**config.mk**
```make
export PLATFORM = sky130hd
export DESIGN_NAME = bus_responder
export DESIGN_NICKNAME = d
export VERILOG_FILES = /design/src/rtl/bus_responder.sv
export SDC_FILE = /design/constraint.sdc
export NUM_CORES = 2
export LEC_CHECK = 0
export CORE_MARGIN = 2
export CORE_UTILIZATION = 35
export DETAILED_ROUTE_END_ITERATION = 7
export GPL_TIMING_DRIVEN = 1
export SYNTH_ARGS = -nofsm -noshare
export SYNTH_HDL_FRONTEND = slang
export SYNTH_SLANG_ARGS = --single-unit
```
**constraint.sdc**
```tcl
create_clock -name clk -period 4.15 [get_ports clk]
set_input_delay 0.6225 -clock clk [delete_from_list [all_inputs] [get_ports clk]]
set_output_delay 0.6225 -clock clk [all_outputs]
set_load 0.05 [all_outputs]
```
**src/rtl/bus_responder.sv**
```systemverilog
// bus_responder: slave end of the 8085 multiplexed external bus.
// Demultiplexes AD[7:0] on ALE, decodes memory/I-O space, serves reads from an
// internal byte RAM or a single I/O register, captures writes, and holds READY
// low for WAIT_STATES cycles on every hit access.
//
// Optional feature: define BUS_RESP_FETCH_CNT_EN to add fetch_cnt[15:0], which
// counts completed opcode-fetch reads (latched s1=s0=1) that hit this responder.
//
// state  | meaning
// -------+---------------------------------------------------------------
// IDLE   | no access in progress, bus released
// DECODE | address latched last edge, deciding memory/I-O hit or miss
// WAIT   | hit, READY held low while the wait-state counter runs down
// DATA   | READY high, watching rd_n/wr_n to serve or capture the byte

module bus_responder #(
    parameter int          MEM_AW      = 8,
    parameter logic [15:0] MEM_BASE    = 16'h0000,
    parameter logic [7:0]  IO_PORT     = 8'hF0,
    parameter int          WAIT_STATES = 1
) (
    input  logic        clk,
    input  logic        reset,
    input  logic        ale,
    input  logic [7:0]  ad_in,
    output logic [7:0]  ad_out,
    output logic        ad_oe,
    input  logic [7:0]  a_hi,
    input  logic        iom_n,
    input  logic        s1,
    input  logic        s0,
    input  logic        rd_n,
    input  logic        wr_n,
    output logic        ready,
    output logic [7:0]  io_reg,
    output logic        err
`ifdef BUS_RESP_FETCH_CNT_EN
    ,
    output logic [15:0] fetch_cnt
`endif
);

    localparam logic [2:0] WS = 3'(WAIT_STATES);

    typedef enum logic [1:0] {
        IDLE   = 2'd0,
        DECODE = 2'd1,
        WAIT   = 2'd2,
        DATA   = 2'd3
    } state_t;

    state_t      state_q, state_nxt;
    logic [15:0] addr_q, addr_nxt;
    logic        iom_q, iom_nxt;
    logic [1:0]  st_q, st_nxt;
    logic [2:0]  count_q, count_nxt;
    logic        ready_q, ready_nxt;
    logic [7:0]  ad_out_q, ad_out_nxt;
    logic        ad_oe_q, ad_oe_nxt;
    logic [7:0]  io_reg_q, io_reg_nxt;
    logic        err_q, err_nxt;
    logic [7:0]  wdata_q, wdata_nxt;
    logic        rd_seen_q, rd_seen_nxt;
    logic        wr_seen_q, wr_seen_nxt;
    logic        mem_we;
    logic        fetch_inc;
    logic        mem_hit;
    logic        io_hit;
    logic [7:0]  rd_data;

    logic [7:0]  mem [0:(1 << MEM_AW) - 1];

    // Only the bits above the RAM window take part in the base compare, so
    // addresses wrap inside the window.
    assign mem_hit = ~iom_q && (addr_q[15:MEM_AW] == MEM_BASE[15:MEM_AW]);
    assign io_hit  = iom_q && (addr_q[7:0] == IO_PORT);
    assign rd_data = iom_q ? io_reg_q : mem[addr_q[MEM_AW-1:0]];

    // Next-state and next-output logic; ALE restarts the cycle from any state.
    always_comb begin
        state_nxt   = state_q;
        addr_nxt    = addr_q;
        iom_nxt     = iom_q;
        st_nxt      = st_q;
        count_nxt   = count_q;
        ready_nxt   = ready_q;
        ad_out_nxt  = ad_out_q;
        ad_oe_nxt   = ad_oe_q;
        io_reg_nxt  = io_reg_q;
        err_nxt     = err_q;
        wdata_nxt   = wdata_q;
        rd_seen_nxt = rd_seen_q;
        wr_seen_nxt = wr_seen_q;
        mem_we      = 1'b0;
        fetch_inc   = 1'b0;

        if (ale) begin
            // A pending write is dropped here: wr_seen is cleared before commit.
            addr_nxt    = {a_hi, ad_in};
            iom_nxt     = iom_n;
            st_nxt      = {s1, s0};
            ad_oe_nxt   = 1'b0;
            ready_nxt   = 1'b1;
            count_nxt   = 3'd0;
            rd_seen_nxt = 1'b0;
            wr_seen_nxt = 1'b0;
            state_nxt   = DECODE;
        end else begin
            case (state_q)
                IDLE: begin
                    state_nxt = IDLE;
                end
                DECODE: begin
                    if (mem_hit || io_hit) begin
                        if (WS != 3'd0) begin
                            ready_nxt = 1'b0;
                            count_nxt = WS;
                            state_nxt = WAIT;
                        end else begin
                            state_nxt = DATA;
                        end
                    end else begin
                        state_nxt = IDLE;
                    end
                end
                WAIT: begin
                    count_nxt = count_q - 3'd1;
                    if (count_q == 3'd1) begin
                        ready_nxt = 1'b1;
                        state_nxt = DATA;
                    end
                end
                DATA: begin
                    if (!rd_n && !wr_n) begin
                        err_nxt   = 1'b1;
                        ad_oe_nxt = 1'b0;
                        state_nxt = IDLE;
                    end else if (!rd_n) begin
                        ad_out_nxt  = rd_data;
                        ad_oe_nxt   = 1'b1;
                        rd_seen_nxt = 1'b1;
                    end else if (rd_seen_q) begin
                        ad_oe_nxt = 1'b0;
                        fetch_inc = (st_q == 2'b11);
                        state_nxt = IDLE;
                    end else if (!wr_n) begin
                        wdata_nxt   = ad_in;
                        wr_seen_nxt = 1'b1;
                    end else if (wr_seen_q) begin
                        if (iom_q) begin
                            io_reg_nxt = wdata_q;
                        end else begin
                            mem_we = 1'b1;
                        end
                        state_nxt = IDLE;
                    end
                end
                default: begin
                    state_nxt = IDLE;
                end
            endcase
        end
    end

    // Control and output registers.
    always_ff @(posedge clk) begin
        if (reset) begin
            state_q   <= IDLE;
            addr_q    <= 16'h0000;
            iom_q     <= 1'b0;
            st_q      <= 2'b00;
            count_q   <= 3'd0;
            ready_q   <= 1'b1;
            ad_out_q  <= 8'h00;
            ad_oe_q   <= 1'b0;
            io_reg_q  <= 8'h00;
            err_q     <= 1'b0;
            wdata_q   <= 8'h00;
            rd_seen_q <= 1'b0;
            wr_seen_q <= 1'b0;
        end else begin
            state_q   <= state_nxt;
            addr_q    <= addr_nxt;
            iom_q     <= iom_nxt;
            st_q      <= st_nxt;
            count_q   <= count_nxt;
            ready_q   <= ready_nxt;
            ad_out_q  <= ad_out_nxt;
            ad_oe_q   <= ad_oe_nxt;
            io_reg_q  <= io_reg_nxt;
            err_q     <= err_nxt;
            wdata_q   <= wdata_nxt;
            rd_seen_q <= rd_seen_nxt;
            wr_seen_q <= wr_seen_nxt;
        end
    end

    // RAM write port; contents are deliberately not reset.
    always_ff @(posedge clk) begin
        if (!reset && mem_we) begin
            mem[addr_q[MEM_AW-1:0]] <= wdata_q;
        end
    end

`ifdef BUS_RESP_FETCH_CNT_EN
    // Opcode-fetch counter, bumped on the rd_n-rise edge of a fetch read.
    always_ff @(posedge clk) begin
        if (reset) begin
            fetch_cnt <= 16'h0000;
        end else if (fetch_inc) begin
            fetch_cnt <= fetch_cnt + 16'd1;
        end
    end
`else
    // Status bits only feed the fetch counter; tie them off when it is absent.
    logic unused_status;
    assign unused_status = &{1'b0, st_q, fetch_inc};
`endif

    assign ad_out = ad_out_q;
    assign ad_oe  = ad_oe_q;
    assign ready  = ready_q;
    assign io_reg = io_reg_q;
    assign err    = err_q;

endmodule

```
[Word-level counts from Yosys, hierarchy flattened]
Memory sizes are Yosys's and may differ from the RTL's. A register that Yosys moved wholly into a read port is not among the register bits.
Index checks and enable logic that the tools add are counted.
Storage, ports and cells
  register bits: 51
  bits in latches: 0
  bits in writable memories: 2048
  ROM bits: 0
  input port bits: 24
  output and inout bits: 19
  logic and storage cells: 89
  memories kept: 1
Cells by class
  add/sub/neg operators: 1
  $mul: 0
  div/mod/pow operators: 0
  magnitude comparators: 0
  equal/unequal tests: 15
  shifts and indexed selects: 0
  mux-type cells: 30
  bitwise operators: 6
  reduce and logical (&&, ||, !) cells: 23
Memories
  mem: depth 256, width 8, rd ports 1, clocked after Yosys merged registers in 1, write ports 1, RTL line 71  | logic [7:0] mem [0:(1 << MEM_AW) - 1];
Operators with widths (number)
  8-bit two-way mux: 3
  1-bit two-way mux: 16
  2-bit two-way mux: 7
  4-bit inequality test (second input constant): 3
  4-bit AND reduction: 3
  5-bit inequality test (second input constant): 2
  3-bit AND reduction: 3
  8-bit == test (second input constant): 1
  8-bit logical NOT: 1
  2-bit case mux with 4 select lines: 1
  8-bit AND reduction: 1
  3-bit inequality test (second input constant): 2
  1-bit NOT: 6
  3-bit case mux with 2 select lines: 1
  6-bit AND reduction: 1
  5-bit AND reduction: 1
  2-bit == test (second input constant): 2
  1-bit logical AND: 4
  2-bit inequality test (second input constant): 2
  2-bit AND reduction: 2
  3-bit by 1-bit == test with 1-bit output (second input constant): 1
  1-bit logical NOT: 3
  3-bit two-way mux: 1
  3-bit by 1-bit inequality test with 1-bit output (second input constant): 1
  7 further kinds: 7

[Depth between registers and ports, before layout]
  depth after elaboration: 11
  mapped depth: 12
  mapped depth without buffers: 8

[Least setup slack after synthesis]
Ideal clock, no wire load.
  path type: register to register
  start point: register wdata_q[0]
  end point: memory mem[0][0] (data pin)
  library setup time: 859 ps
  arrival: 3412 ps
  data required time: 3291 ps
  slack: -121 ps
  stages on the path, launching flop included: 1
  path buffers: 0
  clock period less this slack: 4271 ps
  path through: dfxtp_1
RTL lines
  start: declaration: RTL line 62  | logic [7:0] wdata_q, wdata_nxt;
  start signal: assignment: RTL line 192  | wdata_q <= wdata_nxt;
  end: declaration: RTL line 71
Straight into the memory's write port.

==> flow_summary_export.csv <==
group,metric,value,unit
placed_design,place_area,89500,um^2
setup_path,reg2reg_setup_slack,0.34,ns
power_and_ir_drop,p_leak,35.0,nW
finish,finalNonFillerCells,7941,
setup_path,critPathBufInv,2,
placed_design,place_inst,7580,
placed_design,gp_congestion,0.860,
clock_network,cts.sinks,2107,
detailed_routing,antenna_left,0,
logic_synthesis,postSynthCellCount,4129,
global_route,grt_max_degree,158,
setup_path,cpLargestDelayFamily,"simple AND/OR/NAND/NOR gates",
detailed_routing,wl_per_cell,27.8,um
logic_synthesis,ys_seq_area_share,76.3,%
setup_path,end_kind,"register",
global_route,grt_pass1_vias,43100,
die,dieArea,238000,um^2
power_and_ir_drop,irDropWorstVdd,0.398,mV
sta,period_share,91.9,%
placed_design,port_buffers,40,
logic_synthesis,yosysTopAreaCell,"edfxtp_1",
finish,fin_util,41.2,%
clock_network,h-tree-depth,4,
die,io_pins,43,
finish,layout_commonest_cell,"edfxtp_1",
setup_path,cp_slowest_stage_delay,0.82,ns
global_route,grt_pass1_wl,316000,um
clock_network,holdBufCountCts,0,
clock_network,cts_resized,0,
die,core-area,233000,um^2
logic_synthesis,async_flop_share,0,%
sta,tightestPinTransition,1.18,ns
sta,hold_viol_final,0,
placed_design,dpl.hpwl,141000,um
sta,min_period,3.81,ns
setup_path,cp_cell_sequence,"buf_4, nand2b_1, nor2_1, buf_4, nand3_1, o2111a_1, nand4_1, a41oi_1, a311o_1",
setup_path,arrival,4.55,ns
sta,skew,0.0425,ns
power_and_ir_drop,combPwrFrac,3.3,%
power_and_ir_drop,power.internal,0.0336,W
logic_synthesis,yosysUniqueCellTypes,75,
finish,diodes,0,
logic_synthesis,yosys_warnings,0,
clock_network,root_buffer,"clkbuf_16",
clock_network,cts_tree,"yes",
global_route,track_usage,18.4,%
setup_path,worstPathMaxFanout,21,
sta,fin_tns_setup,0,ns
detailed_routing,drc,0,
setup_path,required,4.88,ns
clock_network,numCtsBuffers,198,
detailed_routing,drt_wl_total,221000,um
power_and_ir_drop,switching_share,20.9,%
global_route,antenna_found_initial,9,
logic_synthesis,synthFlopType,"edfxtp_1",
power_and_ir_drop,power_frac_clock,42.6,%
setup_path,path_class,"reg2reg",
logic_synthesis,synth-seq-cells,2107,
detailed_routing,drtPass1Iterations,5,
logic_synthesis,synth.area.top_cells,"edfxtp_1, mux4_2, mux2i_1, nor2_1, dfxtp_1",
detailed_routing,vias,43000,
clock_network,cts_max_path_buffers,3,
finish,drive_gt1_share,26.5,%
setup_path,critPathSlowestCell,"nor2_1",
sta,fin_ws,0.336,ns
finish,largest_reg_flops,2048,
detailed_routing,viasPerCell,5.41,
logic_synthesis,syn_nets,4158,
die,start_util,35.2,%
logic_synthesis,avgSynthCellArea,19.9,um^2
finish,finish.instance_area,95900,um^2
setup_path,startpoint_type,"register",
power_and_ir_drop,power_density,443,nW/um^2
min_path,min_path_type,"in2reg",
run,drv_cap,0,
die,die_w,488,um
global_route,grt-ovfl-total,0,
clock_network,clock_latency,0.84,ns
logic_synthesis,syn_area,82100,um^2
finish,area_growth,16.8,%
sta,slew_violations,0,
sta,finalSetupViolCount,0,
run_status,run_status,"completed",
setup_path,worst_path_most_repeated_cell,"buf_4",
clock_network,clkTransAtPathRegs,0.06,ns
logic_synthesis,synth_edf_count,2048,
logic_synthesis,synth_top_area_share,74.9,%
power_and_ir_drop,power.switching,0.00890,W
clock_network,post-cts-setup-buffers,0,
die,num_rows,177,
finish,mostFrequentLayoutCells,"edfxtp_1, buf_4, mux4_2, nor2_1, mux2i_1",
sta,slew_headroom,21.4,%
sta,fmax,0.262,GHz
die,die_y,488,um
finish,nNetsFinal,4677,
placed_design,pre_cts_ws,0.255,ns
power_and_ir_drop,seqPwrFrac,54.1,%
detailed_routing,drt_iter0_drc,5123,
sta,grt_setup_unrepaired,"no",
==> per-layer routing <==
| layer | GRT usage, % | vias up | share of wire [%] |
|---|---|---|---|
| li1 | - | 18000 | - |
| met1 | 25.8 | 22700 | 41 |
| met2 | 28.7 | 1927 | 47 |
| met3 | 3.86 | 342 | 8.8 |
| met4 | 5.90 | 4 | 3.3 |
| met5 | 0 | - | 0.012 |
==> Yosys cell counts, drive strengths merged (7+ instances only) <==
cell type and count:
a31oi 18, a22oi 31, nor2 358, or2 7
and2 9, a211oi 17, nor3 26, nand2 169
and3 8, mux2 12, o211ai 8, a21oi 77
inv 17, nor2b 17, o221ai 51, o22ai 58
nor4 8, a221oi 9, clkbuf 94, dfxtp 59
a2111oi 7, nand3 61, edfxtp 2048, nand2b 9
o21ai 70, mux4 441, buf 142, mux2i 215
==> worst reg2reg max path, delay by kind of cell (launching register included) <==
| kind | cells | cell delay [ns] |
|---|---|---|
| compound gates | 3 | 0.75 |
| buf+inv | 2 | 0.74 |
| flops | 1 | 0.51 |
| simple gates | 4 | 1.70 |
==> stage by stage <==
stage | hold WS (ns) | power, W
3_5_place_dp | 0.484 | 0.0249
6_report | 0.208 | 0.0425
3_3_place_gp | 0.466 | 0.0249
2_1_floorplan | 0.448 | 0.0243
5_1_grt | 0.207 | 0.0437
4_1_cts | 0.143 | 0.0429
==> layout make-up <==
type / instances / area (um^2)
Fill cell: 20600 / 137000
Clock inverter: 108 / 1230
Multi-Input combinational cell: 1769 / 18000
Clock buffer: 253 / 5220
Inverter: 17 / 65.1
Timing Repair Buffer: 555 / 4750
Sequential cell: 2107 / 62700
Tap cell: 3132 / 3920
==> power by group through the flow <==
stage	registers (W)	clock network, W	logic, W
after CTS	0.0230	0.0184	0.00139
after global routing	0.0230	0.0193	0.00144
after detailed placement	0.0235	0	0.00139
final	0.0230	0.0181	0.00138
after global placement	0.0235	0	0.00138
after floorplan	0.0234	0	0.000817
==> logic make-up (layout without fill, tap and decap cells) <==
logic type	Yosys count	count (layout)	share of synthesized area [%]
AOI/OAI and AO/OA	392	392	3.20
adders and majority gates	5	5	0.0762
buffers and inverters	253	933	1.77
DFF	2107	2107	76.3
muxes	668	668	14.9
and+or+nand+nor	704	704	3.72
==> final timing paths <==
path | depth (start not counted) | startpoint | endpoint
worst max-delay path | 9 | register | ad_out[5]
worst max register to register | 9 | register | ad_out[5]
worst min register to register | 2 | count_q[1] | count_q[1]
worst min-delay path | 3 | reset | rd_seen_q
(Power assumes the default switching activity.)
